### config.mk
export PLATFORM = sky130hd
export DESIGN_NAME = apb_master_flat
export DESIGN_NICKNAME = d
export VERILOG_FILES = /design/src/rtl/apb_master_if.sv /design/src/rtl/apb_master.sv /design/src/flat_wrapper.sv
export SDC_FILE = /design/constraint.sdc
export NUM_CORES = 1
export LEC_CHECK = 0
export ABC_AREA = 1
export ABC_CLOCK_PERIOD_IN_PS = 2000
export BUFFER_PORTS_ARGS = -buffer_cell sky130_fd_sc_hd__buf_2
export CORE_MARGIN = 2
export CORE_UTILIZATION = 30
export DETAILED_ROUTE_END_ITERATION = 7
export PLACE_DENSITY_LB_ADDON = 0.05
export RECOVER_POWER = 50
export SETUP_SLACK_MARGIN = 0.1
export SYNTH_ARGS = -nofsm -noshare
export SYNTH_HDL_FRONTEND = slang
export SYNTH_SLANG_ARGS = --single-unit
### constraint.sdc
create_clock -name pclk -period 2 [get_ports pclk]
set_input_delay 0.4 -clock pclk [delete_from_list [all_inputs] [get_ports pclk]]
set_output_delay 0.4 -clock pclk [all_outputs]
set_load 0.01 [all_outputs]
### src/rtl/apb_master_if.sv
// Command, response and APB signal bundle for apb_master.
// The master modport is the requester's view; slave is the opposite side.
interface apb_master_if #(
    parameter int ADDR_WIDTH = 12,
    parameter int DATA_WIDTH = 32
);
    logic                  cmd_valid;
    logic                  cmd_ready;
    logic                  cmd_write;
    logic [ADDR_WIDTH-1:0] cmd_addr;
    logic [DATA_WIDTH-1:0] cmd_wdata;
    logic [3:0]            cmd_strb;

    logic                  rsp_valid;
    logic                  rsp_ready;
    logic [DATA_WIDTH-1:0] rsp_rdata;
    logic                  rsp_err;
    logic                  rsp_timeout;

    logic                  psel;
    logic                  penable;
    logic                  pwrite;
    logic [ADDR_WIDTH-1:0] paddr;
    logic [DATA_WIDTH-1:0] pwdata;
    logic [3:0]            pstrb;
    logic [DATA_WIDTH-1:0] prdata;
    logic                  pready;
    logic                  pslverr;

    modport master (
        input  cmd_valid, cmd_write, cmd_addr, cmd_wdata, cmd_strb,
        output cmd_ready,
        output rsp_valid, rsp_rdata, rsp_err, rsp_timeout,
        input  rsp_ready,
        output psel, penable, pwrite, paddr, pwdata, pstrb,
        input  prdata, pready, pslverr
    );

    modport slave (
        output cmd_valid, cmd_write, cmd_addr, cmd_wdata, cmd_strb,
        input  cmd_ready,
        input  rsp_valid, rsp_rdata, rsp_err, rsp_timeout,
        output rsp_ready,
        input  psel, penable, pwrite, paddr, pwdata, pstrb,
        output prdata, pready, pslverr
    );
endinterface

### src/rtl/apb_master.sv
// APB3/APB4 requester: one valid/ready command becomes one SETUP+ACCESS transfer,
// with a response channel and an optional ACCESS-phase timeout.
module apb_master #(
    parameter int ADDR_WIDTH     = 12,
    parameter int DATA_WIDTH     = 32,
    parameter int TIMEOUT_CYCLES = 16
) (
    input  logic         pclk,
    input  logic         prst_n,
    apb_master_if.master bus
);
    localparam int  CNT_W      = (TIMEOUT_CYCLES > 0) ? $clog2(TIMEOUT_CYCLES + 1) : 1;
    localparam bit  TIMEOUT_EN = (TIMEOUT_CYCLES > 0);
    localparam logic [CNT_W-1:0] CNT_LAST =
        CNT_W'((TIMEOUT_CYCLES > 0) ? TIMEOUT_CYCLES - 1 : 0);

    typedef enum logic [1:0] {IDLE, SETUP, ACCESS, RESP} state_t;

    state_t                state;
    logic [CNT_W-1:0]      wait_cnt;
    logic                  psel_r;
    logic                  penable_r;
    logic                  pwrite_r;
    logic [ADDR_WIDTH-1:0] paddr_r;
    logic [DATA_WIDTH-1:0] pwdata_r;
    logic [3:0]            pstrb_r;
    logic                  rsp_valid_r;
    logic [DATA_WIDTH-1:0] rsp_rdata_r;
    logic                  rsp_err_r;
    logic                  rsp_timeout_r;

    // Counter holds at all-ones so a disabled timeout never wraps.
    function automatic logic [CNT_W-1:0] sat_inc(input logic [CNT_W-1:0] v);
        return (v == {CNT_W{1'b1}}) ? v : v + CNT_W'(1);
    endfunction

    assign bus.cmd_ready   = (state == IDLE);
    assign bus.psel        = psel_r;
    assign bus.penable     = penable_r;
    assign bus.pwrite      = pwrite_r;
    assign bus.paddr       = paddr_r;
    assign bus.pwdata      = pwdata_r;
    assign bus.pstrb       = pstrb_r;
    assign bus.rsp_valid   = rsp_valid_r;
    assign bus.rsp_rdata   = rsp_rdata_r;
    assign bus.rsp_err     = rsp_err_r;
    assign bus.rsp_timeout = rsp_timeout_r;

    always_ff @(posedge pclk or negedge prst_n) begin
        if (!prst_n) begin
            state         <= IDLE;
            wait_cnt      <= '0;
            psel_r        <= 1'b0;
            penable_r     <= 1'b0;
            pwrite_r      <= 1'b0;
            paddr_r       <= '0;
            pwdata_r      <= '0;
            pstrb_r       <= 4'b0000;
            rsp_valid_r   <= 1'b0;
            rsp_rdata_r   <= '0;
            rsp_err_r     <= 1'b0;
            rsp_timeout_r <= 1'b0;
        end else begin
            case (state)
                IDLE: begin
                    if (bus.cmd_valid) begin
                        pwrite_r <= bus.cmd_write;
                        paddr_r  <= bus.cmd_addr;
                        pwdata_r <= bus.cmd_wdata;
                        // Reads never carry strobes on APB4.
                        pstrb_r  <= bus.cmd_write ? bus.cmd_strb : 4'b0000;
                        psel_r   <= 1'b1;
                        state    <= SETUP;
                    end
                end
                SETUP: begin
                    penable_r <= 1'b1;
                    wait_cnt  <= '0;
                    state     <= ACCESS;
                end
                ACCESS: begin
                    // pready wins over the timeout on the last allowed cycle.
                    if (bus.pready) begin
                        rsp_rdata_r   <= (!pwrite_r && !bus.pslverr) ? bus.prdata : '0;
                        rsp_err_r     <= bus.pslverr;
                        rsp_timeout_r <= 1'b0;
                        psel_r        <= 1'b0;
                        penable_r     <= 1'b0;
                        rsp_valid_r   <= 1'b1;
                        state         <= RESP;
                    end else if (TIMEOUT_EN && (wait_cnt == CNT_LAST)) begin
                        rsp_rdata_r   <= '0;
                        rsp_err_r     <= 1'b1;
                        rsp_timeout_r <= 1'b1;
                        psel_r        <= 1'b0;
                        penable_r     <= 1'b0;
                        rsp_valid_r   <= 1'b1;
                        state         <= RESP;
                    end else begin
                        wait_cnt <= sat_inc(wait_cnt);
                    end
                end
                RESP: begin
                    if (bus.rsp_ready) begin
                        rsp_valid_r <= 1'b0;
                        state       <= IDLE;
                    end
                end
                default: state <= IDLE;
            endcase
        end
    end
endmodule
### src/flat_wrapper.sv
// flat-port wrapper written by rule: the top's interface ports become plain ports
module apb_master_flat 
#(
    parameter int ADDR_WIDTH     = 12,
    parameter int DATA_WIDTH     = 32,
    parameter int TIMEOUT_CYCLES = 16
)
  (pclk, prst_n, bus_cmd_valid, bus_cmd_write, bus_cmd_addr, bus_cmd_wdata, bus_cmd_strb, bus_cmd_ready, bus_rsp_valid, bus_rsp_rdata, bus_rsp_err, bus_rsp_timeout, bus_rsp_ready, bus_psel, bus_penable, bus_pwrite, bus_paddr, bus_pwdata, bus_pstrb, bus_prdata, bus_pready, bus_pslverr);
  apb_master_if #(.ADDR_WIDTH(ADDR_WIDTH), .DATA_WIDTH(DATA_WIDTH)) bus_i ();
  input  logic pclk;
  input  logic prst_n;
  input wire logic [$bits(bus_i.cmd_valid)-1:0] bus_cmd_valid;
  input wire logic [$bits(bus_i.cmd_write)-1:0] bus_cmd_write;
  input wire logic [$bits(bus_i.cmd_addr)-1:0] bus_cmd_addr;
  input wire logic [$bits(bus_i.cmd_wdata)-1:0] bus_cmd_wdata;
  input wire logic [$bits(bus_i.cmd_strb)-1:0] bus_cmd_strb;
  output wire logic [$bits(bus_i.cmd_ready)-1:0] bus_cmd_ready;
  output wire logic [$bits(bus_i.rsp_valid)-1:0] bus_rsp_valid;
  output wire logic [$bits(bus_i.rsp_rdata)-1:0] bus_rsp_rdata;
  output wire logic [$bits(bus_i.rsp_err)-1:0] bus_rsp_err;
  output wire logic [$bits(bus_i.rsp_timeout)-1:0] bus_rsp_timeout;
  input wire logic [$bits(bus_i.rsp_ready)-1:0] bus_rsp_ready;
  output wire logic [$bits(bus_i.psel)-1:0] bus_psel;
  output wire logic [$bits(bus_i.penable)-1:0] bus_penable;
  output wire logic [$bits(bus_i.pwrite)-1:0] bus_pwrite;
  output wire logic [$bits(bus_i.paddr)-1:0] bus_paddr;
  output wire logic [$bits(bus_i.pwdata)-1:0] bus_pwdata;
  output wire logic [$bits(bus_i.pstrb)-1:0] bus_pstrb;
  input wire logic [$bits(bus_i.prdata)-1:0] bus_prdata;
  input wire logic [$bits(bus_i.pready)-1:0] bus_pready;
  input wire logic [$bits(bus_i.pslverr)-1:0] bus_pslverr;
  assign bus_i.cmd_valid = bus_cmd_valid;
  assign bus_i.cmd_write = bus_cmd_write;
  assign bus_i.cmd_addr = bus_cmd_addr;
  assign bus_i.cmd_wdata = bus_cmd_wdata;
  assign bus_i.cmd_strb = bus_cmd_strb;
  assign bus_cmd_ready = bus_i.cmd_ready;
  assign bus_rsp_valid = bus_i.rsp_valid;
  assign bus_rsp_rdata = bus_i.rsp_rdata;
  assign bus_rsp_err = bus_i.rsp_err;
  assign bus_rsp_timeout = bus_i.rsp_timeout;
  assign bus_i.rsp_ready = bus_rsp_ready;
  assign bus_psel = bus_i.psel;
  assign bus_penable = bus_i.penable;
  assign bus_pwrite = bus_i.pwrite;
  assign bus_paddr = bus_i.paddr;
  assign bus_pwdata = bus_i.pwdata;
  assign bus_pstrb = bus_i.pstrb;
  assign bus_i.prdata = bus_prdata;
  assign bus_i.pready = bus_pready;
  assign bus_i.pslverr = bus_pslverr;
  apb_master #(.ADDR_WIDTH(ADDR_WIDTH), .DATA_WIDTH(DATA_WIDTH), .TIMEOUT_CYCLES(TIMEOUT_CYCLES)) u_core (.pclk(pclk), .prst_n(prst_n), .bus(bus_i));
endmodule
# Yosys cells after proc, flatten, opt, wreduce, memory -nomap -nowiden
# Cells that the tools add are included.
dict set report word_totals {
  word_cells 63
  in_bits 87
  output_inout_bits 87
  regBits 93
}
dict set report op_classes {
  eq_ne 11
  n_mux 24
  n_reduce_logical 15
  add_sub_neg 1
}
# operator n
set op_table {}
lappend op_table {{$mux W32} 3}
lappend op_table {{$mux W5} 3}
lappend op_table {{$ne A2 B2 Y1 const B} 5}
lappend op_table {{$pmux W5 S2} 1}
lappend op_table {{$reduce_and A3 Y1} 3}
lappend op_table {{$mux W1} 8}
lappend op_table {{$mux W2} 4}
lappend op_table {{$pmux W2 S4} 1}
lappend op_table {{$reduce_bool A2 Y1} 4}
lappend op_table {{$pmux W1 S2} 3}
lappend op_table {{$reduce_and A2 Y1} 3}
lappend op_table {{$add A5 B1 Y5 const B} 1}
lappend op_table {{$eq A5 B4 Y1 const B} 1}
lappend op_table {{$eq A5 B5 Y1 const B} 1}
lappend op_table {{$eq A2 B2 Y1 const B} 2}
lappend op_table {{$mux W4} 1}
lappend op_table {{$reduce_and A4 Y1} 1}
lappend op_table {{$ne A3 B2 Y1 const B} 1}
lappend op_table {{$eq A2 B1 Y1 const B} 1}
lappend op_table {{$logic_not A1 Y1} 2}
lappend op_table {{$logic_not A2 Y1} 1}
lappend op_table {{$logic_and A1 B1 Y1} 1}

# Logic depth before layout (Yosys ltp)
dict set report depth {
  word_depth 5
  mapped_depth 10
  ltp_nobuf 10
}

# Least setup slack after synthesis
# No wires, ideal clock.
dict set report synth_path {
  path_type {reg-to-reg}
  startpoint {reg u_core.wait_cnt[0]}
  endpoint {reg u_core.rsp_err_r (netlist: u_core.bus.rsp_err)}
  path_stages_with_launch 8
  required_time_ps 1874
  period_less_slack_ps 1547
  n_path_buf 1
  slack_ps 453
  arrival_time_ps 1421
  setup_time_ps 126
  cell_sequence {dfrtp_1 ha_1 nand2_1 nor2_1 ha_1 o21ai_2 buf_2 a21oi_1}
}
dict set report synth_via {
  elab_chain_len 3
}
# element line
set synth_lines {}
lappend synth_lines {{start: declaration} apb_master.sv:20} ;# logic [CNT_W-1:0] wait_cnt;
lappend synth_lines {{start signal: assignment} apb_master.sv:100} ;# wait_cnt <= sat_inc(wait_cnt);
lappend synth_lines {{$eq A5 B4 Y1} apb_master.sv:91} ;# end else if (TIMEOUT_EN && (wait_cnt == CNT_LAST)) begin
lappend synth_lines {{$reduce_bool A2 Y1 (no line)} n/a}
lappend synth_lines {{$reduce_and A2 Y1 (no line)} n/a}
lappend synth_lines {{end signal: assignment} apb_master.sv:85} ;# rsp_err_r <= bus.pslverr;
lappend synth_lines {{end: declaration} apb_master.sv:29} ;# logic rsp_err_r;
# No other way between the ends.
# A chain may end at the register's enable or synchronous reset.

# Final worst setup path
dict set report layout_path {
  startpoint {reg u_core.wait_cnt[0]}
  endpoint {reg u_core.rsp_rdata_r[9] (netlist: u_core.bus.rsp_rdata[9])}
}
dict set report layout_via {
  elab_chain_len 3
}
# element line
set layout_lines {}
lappend layout_lines {{$eq A5 B4 Y1} apb_master.sv:91}
lappend layout_lines {{$reduce_bool A2 Y1 (no line)} n/a}
lappend layout_lines {{$reduce_and A2 Y1 (no line)} n/a}
lappend layout_lines {{end signal: assignment} apb_master.sv:84} ;# rsp_rdata_r <= (!pwrite_r && !bus.pslverr) ? bus.prdata : '0;
lappend layout_lines {{end: declaration} apb_master.sv:28} ;# logic [DATA_WIDTH-1:0] rsp_rdata_r;
# No other way between the ends.

==> out/qor.yml <==
cts_buffers: 9
antennaDiodeCount: 0
pre_cts_ws_ps: 352
crit_chain: "ha_1 > nand2_1 > nor2_1 > ha_1 > o21ai_2 > buf_4 > nand2_1 > nand2_1"
yosys_warnings: 0
crit_arrival_ps: 1910
globalplace.congestion: 0.753
endpoint_kind: "flop"
hold_start: "bus_cmd_wdata[18]"
critPathLaunch: "u_core.wait_cnt[0]"
synthMuxAreaShare_pct: 0
cp_slowest_cell: "dfrtp_1"
synth-seq-cells: 93
finClkSkew_ps: 5.58
crit_buf_inv: 1
powerDensity_nw_per_um2: 1530
synthXorXnorAreaFrac_pct: 0
drive_above_1_share_pct: 25.8
syn_nets: 529
ctsHtreeMaxLevel: 3
cts.repair.resized: 0
slew_headroom_pct: 12.6
seq_area_frac_synth_pct: 61.1
cts_buffer_depth: 2
ir_drop_v: 0.000558
final_util_pct: 40.5
ioPinCount: 174
die-area_um2: 13600
power_mw: 7.74
dr.pass1.iters: 4
nNetsFinal: 704
cts_hold_buf: 0
syn-instance-count: 434
path_delay_family: "adder cells"
rr_worst_depth: 8
drtIter0Drc: 186
fin_ws_ps: 359
avgRoutedWirePerCell_um: 12.4
max_freq_mhz: 609
cts_tree: "done"
clk_pin_slew_worst_paths_ps: 60
numClockSinks: 93
min_path_cells: 3
power_frac_seq_pct: 41.8
root_buffer: "clkbuf_16"
crit_top_cell: "nand2_1"
combPwrFrac_pct: 39.0
drcViolationCount: 0
fp.dieH_um: 117
synth_top_family_by_area: "simple AND/OR/NAND/NOR gates"
core_um2: 12500
grt_use_total_pct: 14.6
syn_area_per_cell_um2: 8.78
r2r-start: "u_core.wait_cnt[0]"
period_needed_ps: 1640
rows: 41
vias_per_cell: 4.25
antenna_found_initial: 0
grt_max_degree: 53
crit_path_start_kind: "flop"
synth_top_area_share_pct: 61.1
slowest_delay_ps: 400
setup_viol: 0
cp.depth: 8
grt_pass1_vias: 3105
postCtsSetupRepairBufs: 0
clock_latency_ps: 330
crit_required_ps: 2270
die_w_um: 117
p_clk_share_pct: 19.2
synth_fa_ha_area_share_pct: 2.63
synthSimpleGateAreaFrac_pct: 29.3
finalCritPeriodShare_pct: 82.0
port_buffers: 173
synth_top_area_cell: "dfrtp_1"
rsz0062_at_grt: "false"
grt_pass1_wl_mm: 15.3
yosysUniqueCellTypes: 20
num-fill-cells: 1376
crit_fanout: 27
tns_ps: 0
hold_violations: 0
netlist_area_um2: 3810
tightest_slew_ps: 1310
place_hpwl_mm: 6.86
grt_overflow_total: 0
power.internal_mw: 4.74
start_util_pct: 30.4
syn_to_final_growth_pct: 33.0
ant_nets: 0
swShare_pct: 38.8
switchingPower_mw: 3.00
outcome: "completed"
drv_cap: 0
vias: 3318
synth_compound_area_share_pct: 2.56
final_max_slew_viol_count: 0
wl_mm: 9.71
crit_type: "reg -> reg"
synth_area_leaders: "dfrtp_1 (61%), nand2_1 (23%), nand3_1 (4.7%)"
holdCritPathClass: "in -> reg"
power.leakage_nw: 2.85
[synth_stat cells]
master    number
nand2_1      231
dfrtp_1       93
nand3_1       36
inv_1         15
o21ai_0       12
buf_2         11
ha_1           8
nor2_1         7
clkbuf_1       4
a21oi_1        3
buf_6          3
inv_2          2
nand2_2        2
nand4_1        1
nor2_2         1
nor2_4         1
o21a_1         1
o21ai_2        1
o22ai_1        1
or2_2          1
[sequential cells by signal, summed over array words and instances (netlist names)]
name and cells:
u_core.bus.paddr 12, u_core.bus.penable 1, u_core.bus.psel 1, u_core.bus.pstrb 4, u_core.bus.pwdata 32, u_core.bus.pwrite 1, u_core.bus.rsp_err 1, u_core.bus.rsp_rdata 32
u_core.bus.rsp_timeout 1, u_core.bus.rsp_valid 1, u_core.state 2, u_core.wait_cnt 5
[power by group through the flow]
stage | Combinational [mW] | Clock (mW) | Sequential (mW)
floorplan | 1.39 | 0 | 3.64
global placement | 3.18 | 0 | 3.24
detailed placement | 3.21 | 0 | 3.24
CTS | 3.21 | 1.57 | 3.23
global route | 3.48 | 1.65 | 3.36
finish | 3.02 | 1.49 | 3.24
[routing by layer]
layer  wire, um  vias up  part of all wire [%]  GRT usage [%]
li1           -     1684                     -              -
met1       4400     1499                    45           19.2
met2       4180      122                    43           21.7
met3        980       13                    10           5.40
met4        153        0                   1.6           5.88
met5          0        -                     0              0
[worst reg2reg max path, delay by kind of cell (launching register included)]
family          cells  cell delay, ps
flops               1             400
compound gates      1             130
buf+inv             1             290
simple gates        4             340
fa+ha+maj           2             420
[layout make-up]
class                   count  area (um^2)  share of cell area (%)
multi-input cells         306         1320                    26.0
well taps                 172          215                    4.25
flip-flops and latches     93         2330                    46.0
repair buffers            182          898                    17.7
clock buffers              11          243                    4.79
inverters                  17         63.8                    1.26
[layout by cell type, fill, tap and decap left out]
cell type  instances
nand2_1          230
buf_2            129
dfrtp_1           93
clkbuf_1          45
nand3_1           36
inv_1             15
o21ai_0           12
clkbuf_16          9
ha_1               8
nor2_1             7
buf_4              5
nand2_2            3
a21oi_1            3
inv_2              2
buf_12             2
clkbuf_2           2
nor2_4             1
o21ai_2            1
nor2_2             1
or2_2              1
o21a_1             1
o22ai_1            1
nand4_1            1
clkbuf_8           1
[through the flow]
step	cell area [um^2]	std cells	hold WS (ps)
final	5060	781	255
after global routing	5060	781	245
after CTS	5150	781	41.5
after detailed placement	4910	770	408
after global placement	4910	770	411
after floorplan	3810	434	104
[worst paths after layout]
kind	slack (ps)	to
worst min register to register	480	u_core.bus.pwdata[6]
max in group asynchronous	740	u_core.bus.paddr[9]
min in group asynchronous	350	u_core.state[1]
worst min-delay path	260	u_core.bus.pwdata[18]
worst max-delay path	360	u_core.bus.rsp_rdata[9]
worst max register to register	360	u_core.bus.rsp_rdata[9]
[logic make-up (layout without fill, tap and decap cells)]
kind of cell | Yosys count | in the layout
fa+ha+maj | 8 | 8
compound gates | 18 | 18
simple gates | 280 | 280
flops | 93 | 93
buf+inv | 35 | 210
Power figures use the tool's default switching activity.
